### src/rtl/rr_rht_ctrl_pkg.sv
// Shared constants and types for the rename-history-table controller.
// Defines RHT geometry (group width, depth, id width) and the walk FSM states.
package RR_pkg;

   localparam int INSTR_COUNT = 2;
   localparam int C_NUM       = 4;
   localparam int K           = 4;
   localparam int D           = C_NUM * K;
   localparam int RW          = $clog2(D);

   typedef logic [RW-1:0] rht_id_t;

   typedef enum logic {
      IDLE,
      WALK
   } rr_rht_state_e;

endpackage

### src/rtl/rr_ptr_wrap.sv
// Combinational modular add/sub of an RHT pointer by a count (0..D).
// Ports: ptr (pointer), amt (amount), sub (1=subtract), res (result mod D).
module rr_ptr_wrap #(
   parameter int D  = 16,
   parameter int RW = $clog2(D)
) (
   input  logic [RW-1:0] ptr,
   input  logic [RW:0]   amt,
   input  logic          sub,
   output logic [RW-1:0] res
);

   localparam logic [RW+1:0] DW = (RW+2)'(D);

   logic [RW+1:0] tmp;

   // D need not be a power of two, so the wrap is an explicit compare.
   always_comb begin
      tmp = '0;
      if (sub) begin
         if ({1'b0, ptr} >= amt)
            tmp = {2'b00, ptr} - {1'b0, amt};
         else
            tmp = {2'b00, ptr} + DW - {1'b0, amt};
      end else begin
         tmp = {2'b00, ptr} + {1'b0, amt};
         if (tmp >= DW)
            tmp = tmp - DW;
      end
      res = RW'(tmp);
   end

endmodule

### src/rtl/rr_rht_ctrl.sv
// RHT controller: allocates entries per rename group, retires on commit, and
// walks youngest-first back to a recovery point, one entry per cycle.
// Ports: clk/rst, l_dst_valid/stall/alloc_fire/alloc_rht_id (allocate),
// commit_en (retire mask), rec_en/rec_rht_id/rec_busy (recovery),
// walk_en/walk_rht_id (undo stream), rht_count (occupancy).
module rr_rht_ctrl #(
   parameter int INSTR_COUNT = RR_pkg::INSTR_COUNT,
   parameter int C_NUM       = RR_pkg::C_NUM,
   parameter int K           = RR_pkg::K,
   parameter int D           = C_NUM * K,
   parameter int RW          = $clog2(D)
) (
   input  logic                             clk,
   input  logic                             rst,
   input  logic                             l_dst_valid,
   output logic                             stall,
   output logic                             alloc_fire,
   output logic [INSTR_COUNT-1:0][RW-1:0]   alloc_rht_id,
   input  logic [INSTR_COUNT-1:0]           commit_en,
   input  logic                             rec_en,
   input  logic [RW-1:0]                    rec_rht_id,
   output logic                             rec_busy,
   output logic                             walk_en,
   output logic [RW-1:0]                    walk_rht_id,
   output logic [RW:0]                      rht_count
);

   import RR_pkg::*;

   localparam logic [RW:0] IC_W = (RW+1)'(INSTR_COUNT);
   localparam logic [RW:0] D_W  = (RW+1)'(D);
   localparam logic [RW:0] ONE  = (RW+1)'(1);

   rr_rht_state_e state, state_next;

   logic [RW-1:0] head, tail;
   logic [RW:0]   count, walk_left;
   logic [RW:0]   ncommit, free;
   logic [RW-1:0] head_add, tail_add, tail_m1, n_rec;

   always_comb begin
      ncommit = '0;
      for (int i = 0; i < INSTR_COUNT; i++)
         ncommit = ncommit + (RW+1)'(commit_en[i]);
   end

   rr_ptr_wrap #(.D(D), .RW(RW)) u_head (
      .ptr(head), .amt(ncommit), .sub(1'b0), .res(head_add)
   );

   rr_ptr_wrap #(.D(D), .RW(RW)) u_tail_inc (
      .ptr(tail), .amt(IC_W), .sub(1'b0), .res(tail_add)
   );

   rr_ptr_wrap #(.D(D), .RW(RW)) u_tail_dec (
      .ptr(tail), .amt(ONE), .sub(1'b1), .res(tail_m1)
   );

   // Entries younger than the recovery point: (tail-1) - rec_rht_id.
   rr_ptr_wrap #(.D(D), .RW(RW)) u_nrec (
      .ptr(tail_m1), .amt({1'b0, rec_rht_id}), .sub(1'b1), .res(n_rec)
   );

   for (genvar g = 0; g < INSTR_COUNT; g++) begin : g_id
      rr_ptr_wrap #(.D(D), .RW(RW)) u_id (
         .ptr(tail), .amt((RW+1)'(g)), .sub(1'b0),
         .res(alloc_rht_id[g])
      );
   end

   assign free = D_W - count;

   always_comb begin
      state_next  = state;
      walk_en     = (state == WALK);
      rec_busy    = walk_en;
      walk_rht_id = walk_en ? tail_m1 : '0;
      rht_count   = count;
      stall       = rst || rec_en || walk_en || (free < IC_W);
      alloc_fire  = l_dst_valid && !stall;
      unique case (1'b1)
         (state == IDLE): if (rec_en && n_rec != '0) state_next = WALK;
         (state == WALK): if (walk_left == ONE) state_next = IDLE;
         default: state_next = IDLE;
      endcase
   end

   always_ff @(posedge clk) begin
      if (rst) begin
         state     <= IDLE;
         head      <= '0;
         tail      <= '0;
         count     <= '0;
         walk_left <= '0;
      end else begin
         state <= state_next;
         head  <= head_add;
         count <= count + (alloc_fire ? IC_W : '0) - ncommit
                  - (walk_en ? ONE : '0);
         if (walk_en)
            tail <= tail_m1;
         else if (alloc_fire)
            tail <= tail_add;
         if (walk_en)
            walk_left <= walk_left - ONE;
         else if (rec_en && n_rec != '0)
            walk_left <= {1'b0, n_rec};
      end
   end

endmodule

### config.mk
export PLATFORM = sky130hd
export DESIGN_NAME = rr_rht_ctrl
export DESIGN_NICKNAME = d
export VERILOG_FILES = /design/src/rtl/rr_rht_ctrl_pkg.sv /design/src/rtl/rr_ptr_wrap.sv /design/src/rtl/rr_rht_ctrl.sv
export SDC_FILE = /design/constraint.sdc
export NUM_CORES = 1
export LEC_CHECK = 0
export CAP_MARGIN = 20
export CORE_ASPECT_RATIO = 1.75
export CORE_MARGIN = 5
export CORE_UTILIZATION = 45
export CTS_CLUSTER_DIAMETER = 60
export DETAILED_ROUTE_END_ITERATION = 8
export PLACE_DENSITY = 0.72
export SYNTH_ARGS = -nofsm -noshare
export SYNTH_HDL_FRONTEND = slang
export SYNTH_HIERARCHICAL = 1
export SYNTH_SLANG_ARGS = --single-unit
### constraint.sdc
create_clock -name clk -period 7.08 [get_ports clk]
set_input_delay 0.708 -clock clk [delete_from_list [all_inputs] [get_ports clk]]
set_output_delay 0.708 -clock clk [all_outputs]
set_load 0.03 [all_outputs]
# Yosys cells after proc, flatten, opt, wreduce, memory -nomap -nowiden
# Index checks and enable logic that the tools add are counted.
# W data, S select, Z words.
# classes
n_addsub	17
n_reduce_logical	9
order_cmp	6
muxes	15
bitwise_logic	1
n_eq_ne	1
# op_table
cell	n
$mux W4	8
$sub A4 B1 Y4 const B	5
$ge A5 B5 Y1 const B	2
$mux W5	2
$add A4 B1 Y4 const B	2
$sub A4 B4 Y4	2
$add A4 B1 Y5 const B	1
$add A4 B2 Y5 const B	1
$add A5 B2 Y5	1
$eq A5 B1 Y1 const B	1
$ge A4 B5 Y1 const B	1
$lt A5 B2 Y1 const B	1
$sub A5 B1 Y5	1
$sub A5 B1 Y5 const B	1
$sub A5 B2 Y5	1
$sub A5 B5 Y5 const A	1
$ge A4 B1 Y1 const B	1
$ge A4 B4 Y1	1
$reduce_bool A2 Y1	2
$reduce_bool A4 Y1	1
$logic_or A1 B1 Y1	3
$mux W1	3
$add A1 B1 Y2	1
$logic_and A1 B1 Y1	2
other kinds (4)	4
# word_totals
input_bits	10
output_inout_bits	21
ff_bits	15
elab_cells	53

# Longest topological paths before layout
# depth
ltp_word	10
ltp_mapped	15
ltp_nobuf	15

# Modules after synthesis
# The synthesis kept the hierarchy.
# by_module_without_submodules
module	area_each_um2	seq_area_each_um2	instances	cells_each
rr_rht_ctrl	1006.0	300.3	1	117
rr_ptr_wrap (g_id[0].u_id ...)	251.5	0.0	3	29
rr_ptr_wrap (u_tail_dec ...)	259.0	0.0	2	29

# Least setup slack after synthesis
# OpenSTA, ideal clock, no wires.
# synth_timing
kind	reg2reg
from	reg count[1] (netlist: rht_count[1])
to	reg count[3] (netlist: rht_count[3])
setup_slack_ns	3.685
required_ns	6.952
t_arrival_ns	3.267
period_less_slack_ns	3.395
stages_incl_launch_ff	15
path_buffers	0
setup_time_ns	0.128
cell_sequence	dfxtp_1 -> inv_1 -> ha_1 -> o31ai_1 -> o22ai_1 -> a2111oi_0 -> nand2_1 -> ha_1 -> fa_1 -> inv_1 -> ha_1 -> inv_1 -> fa_1 -> xor2_1 -> nor2_1
# synth_via
elab_chain_cells	9
# synth_lines
item	line	rtl
start: declaration	rr_rht_ctrl.sv:37	logic [RW:0] count, walk_left;
start signal: assignment	rr_rht_ctrl.sv:98	count <= count + (alloc_fire ? IC_W : '0) - ncommit
$sub A5 B5 Y5	rr_rht_ctrl.sv:71	assign free = D_W - count;
$lt A5 B2 Y1	rr_rht_ctrl.sv:79	stall = rst || rec_en || walk_en || (free < IC_W);
$logic_or A1 B1 Y1	rr_rht_ctrl.sv:79	
$logic_not A1 Y1	rr_rht_ctrl.sv:80	alloc_fire = l_dst_valid && !stall;
$logic_and A1 B1 Y1	rr_rht_ctrl.sv:80	
$mux W2	rr_rht_ctrl.sv:98	
$add A5 B2 Y5 (*)	rr_rht_ctrl.sv:98	
$sub A5 B2 Y5 (*)	rr_rht_ctrl.sv:98	
$sub A5 B1 Y5 (*)	rr_rht_ctrl.sv:99	- (walk_en ? ONE : '0);
# Every way passes the cells marked *; elsewhere a longest branch is shown, timed or not.
# A chain may end at the register's enable or synchronous reset.

# Worst setup path in the final report
# layout_timing
from	reg tail[1]
to	reg walk_left[1]
# layout_via
elab_chain_cells	9
word_cells_on_any_way	15
cone_classes	add/sub (6); order compare (2); mux (4); reduce/logical (3)
# layout_lines
item	line	rtl
start: declaration	rr_rht_ctrl.sv:36	logic [RW-1:0] head, tail;
start signal: assignment	rr_rht_ctrl.sv:101	tail <= tail_m1;
start signal: assignment	rr_rht_ctrl.sv:103	tail <= tail_add;
$add A4 B1 Y4	--	
$sub A4 B1 Y4	--	
$mux W4 (*)	rr_ptr_wrap.sv:21	if ({1'b0, ptr} >= amt)
net tail_m1[1]	rr_rht_ctrl.sv:39	logic [RW-1:0] head_add, tail_add, tail_m1, n_rec;
$add A4 B1 Y4	rr_ptr_wrap.sv:24	tmp = {2'b00, ptr} + DW - {1'b0, amt};
$sub A4 B4 Y4	rr_ptr_wrap.sv:24	
$mux W4 (*)	rr_ptr_wrap.sv:21	
net n_rec[3]	rr_rht_ctrl.sv:39	
$reduce_bool A4 Y1 (*)	rr_rht_ctrl.sv:106	else if (rec_en && n_rec != '0)
$logic_and A1 B1 Y1 (*)	rr_rht_ctrl.sv:106	
$reduce_bool A2 Y1 (no source line) (*)	--	
end signal: assignment	rr_rht_ctrl.sv:105	walk_left <= walk_left - ONE;
end signal: assignment	rr_rht_ctrl.sv:107	walk_left <= {1'b0, n_rec};
end: declaration	rr_rht_ctrl.sv:37	
# Mark *: on every way through the listed nets, which the timed path passes. The rest lies on a longest branch. The select of a mux whose other input is x is not followed.

==> flow_summary.json <==
{
  "worst-path-stages": 12,
  "tns_ps": 0,
  "ios": 31,
  "worstPathCellList": "inv_1 > fa_1 > mux2i_1 > ha_1 > nor2b_1 > o211ai_1 > nand3_1 > xor2_1 > or4_1 > a21oi_1 > a211oi_1 > a211oi_1",
  "setup_violations": 0,
  "drive_gt1_share_pct": 5.590,
  "startpoint_type": "flip-flop",
  "cellLeakagePower_nw": 1.308,
  "period_share_pct": 55.94,
  "hold_path_depth": 2,
  "final_core_util_pct": 55.68,
  "cts_hold_buf": 0,
  "die_y_um": 104.1,
  "synth_seq_cells": 15,
  "synth_top_area_share_pct": 25.26,
  "critPathArrivalTime_ps": 4120,
  "max_freq_mhz": 252.5,
  "power_frac_comb_pct": 72.6,
  "cts.sinks": 15,
  "synth_edf_count": 0,
  "drt_iter0_drc": 33,
  "yosysSeqAreaShare_pct": 13.18,
  "grtUsageTotal_pct": 12.93,
  "skew_ps": 4.116,
  "post-cts-setup-buffers": 0,
  "clk_pin_slew_ps": 60,
  "drv_cap": 0,
  "seqPwrFrac_pct": 19.2,
  "vias_per_cell": 4.819,
  "path_max_fanout": 13,
  "first_global_vias": 1851,
  "gp_congestion": 0.8830,
  "grt_antenna_before_repair": 0,
  "place_ws_ps": 2886,
  "rsz0062_at_grt": "false",
  "worst-setup-path-type": "flip-flop to flip-flop",
  "cp_num_buf_inv": 1,
  "synth_warnings": 6,
  "start_util_pct": 46.17,
  "synthTopCellsByArea": "ha_1 25%, dfxtp_1 13%, fa_1 11%",
  "path_delay_family": "compound AO/OA/AOI/OAI gates",
  "yosysTopAreaCell": "ha_1",
  "synthCells": 262,
  "critPathRequiredTime_ps": 7240,
  "area_delta_synth_final_pct": 20.59,
  "first_pass_iters": 4,
  "num_rows": 34,
  "dieArea_um2": 6642,
  "switching_power_mw": 0.4147,
  "clock_latency_ps": 250,
  "grt-ovfl-total": 0,
  "h-tree-depth": 1,
  "ff2ff_path_depth": 12,
  "wl_per_cell_um": 11.19,
  "tightestPinTransition_ps": 707.7,
  "ys.flop_type": "dfxtp_1",
  "port_buffers": 30,
  "antennaDiodeCount": 0,
  "synth_area_um2": 2278,
  "max_stage_delay_ps": 650,
  "peakVddDrop_uv": 227.2,
  "grt_first_pass_wirelength_um": 7348,
  "fin_crit_ps": 3960,
  "numCtsBuffers": 3,
  "slew-limit-headroom_pct": 52.67,
  "die_x_um": 63.79,
  "hold_viol_final": 0,
  "power_density_nw_per_um2": 308.0,
  "async_flop_share_pct": 0,
  "yosysMostFrequentCell": "inv_1",
  "dp_hpwl_um": 3561,
  "cts_tree": "done",
  "fin_nets": 391,
  "switching_share_pct": 49.01,
  "cts-root-buf": "clkbuf_8",
  "p_clk_share_pct": 8.3,
  "hp-class": "flip-flop to flip-flop",
  "p_int_mw": 0.4315,
  "ant_nets": 0,
  "drv_slew": 0,
  "drc": 0,
  "critPathSlowestCell": "dfxtp_1",
  "grt_max_degree": 22,
  "postLayoutSetupSlackWorst_ps": 3120,
  "core_area_um2": 4935,
  "status": "completed",
  "synthDistinctLibCells": 38,
  "cts_buffer_depth": 2,
  "endpoint_kind": "flip-flop",
  "avgSynthCellArea_um2": 8.696,
  "crit_top_cell": "a211oi_1",
  "routed_wl_um": 4208,
  "synth_top_cells_by_count": "52 x inv_1, 46 x ha_1, 17 x nor2_1",
  "num_vias": 1812,
  "cts_resized": 0
}
[cell families (layout without fill, tap and decap cells)]
group,after synthesis,count (layout),synth area share [%]
multiplexers,15,15,7.469
adder cells (fa/ha/maj),58,58,35.80
other,2,37,0.3296
AND/OR/NAND/NOR,57,57,14.06
XOR/XNOR,14,14,5.382
AO/OA/AOI/OAI,39,39,11.75
flip-flops,15,15,13.18
buffers and inverters,62,87,12.03
[power by group through the flow]
stage	clock, mW	sequential, mW	combinational (mW)
2_1_floorplan	0	0.173	0.436
3_3_place_gp	0	0.166	0.594
3_5_place_dp	0	0.166	0.612
4_1_cts	0.0716	0.165	0.616
5_1_grt	0.0775	0.170	0.686
6_report	0.0700	0.162	0.614
[path summary, 6_finish.rpt]
kind	from	end	slack [ps]
worst max register to register	tail[1]$_SDFFE_PP0P_	walk_left[1]$_SDFFE_PP0P_	3120
worst min register to register	walk_left[4]$_SDFFE_PP0P_	walk_left[4]$_SDFFE_PP0P_	510
worst max-delay path	tail[1]$_SDFFE_PP0P_	walk_left[1]$_SDFFE_PP0P_	3120
worst min-delay path	walk_left[4]$_SDFFE_PP0P_	walk_left[4]$_SDFFE_PP0P_	510
[tightest hold or removal path: cells and delay by family, from the launching register on]
kind           cells  cell delay (ps)
flip-flops         1              320
AO/OA/AOI/OAI      2              140
[layer usage]
metal	wire, um	track usage, %
met3	168	1.514
met1	1707	14.20
met4	85	3.715
met2	2247	24.75
met5	0	0
[cell type report]
| class | count | area (um^2) |
|---|---|---|
| fillers | 482 | 2187 |
| flip-flops and latches | 15 | 300.3 |
| multi-input cells | 220 | 1836 |
| well taps | 54 | 67.56 |
| repair buffers | 30 | 300.3 |
| inverters | 53 | 198.9 |
| clock buffers | 4 | 45.04 |
[through the flow]
stage	hold slack, ps	cells	instance area, um^2	power (mW)
after global routing	521.3	376	2748	0.9326
after global placement	474.2	372	2703	0.7603
after detailed placement	485.3	372	2703	0.7776
after floorplan	458.2	297	2410	0.6084
final	512.6	376	2748	0.8462
after CTS	502.1	376	2748	0.8519
[cells in the final DEF, fill, tap and decap left out, types with 6 or more instances in the layout]
cell              n
mux2i_1          11
inv_1            52
xnor2_1           6
ha_1             46
dfxtp_1          15
clkdlybuf4s50_1  30
nand3_1           6
nor2b_1          11
a21oi_1          13
conb_1           37
fa_1             12
xor2_1            8
nor2_1           17
[registers in the layout, indices dropped and copies added, names as in the netlist]
name,cells
walk_left,5
rht_count,5
tail,4
rec_busy,1
Note: power is estimated with default switching activity, not from simulation.
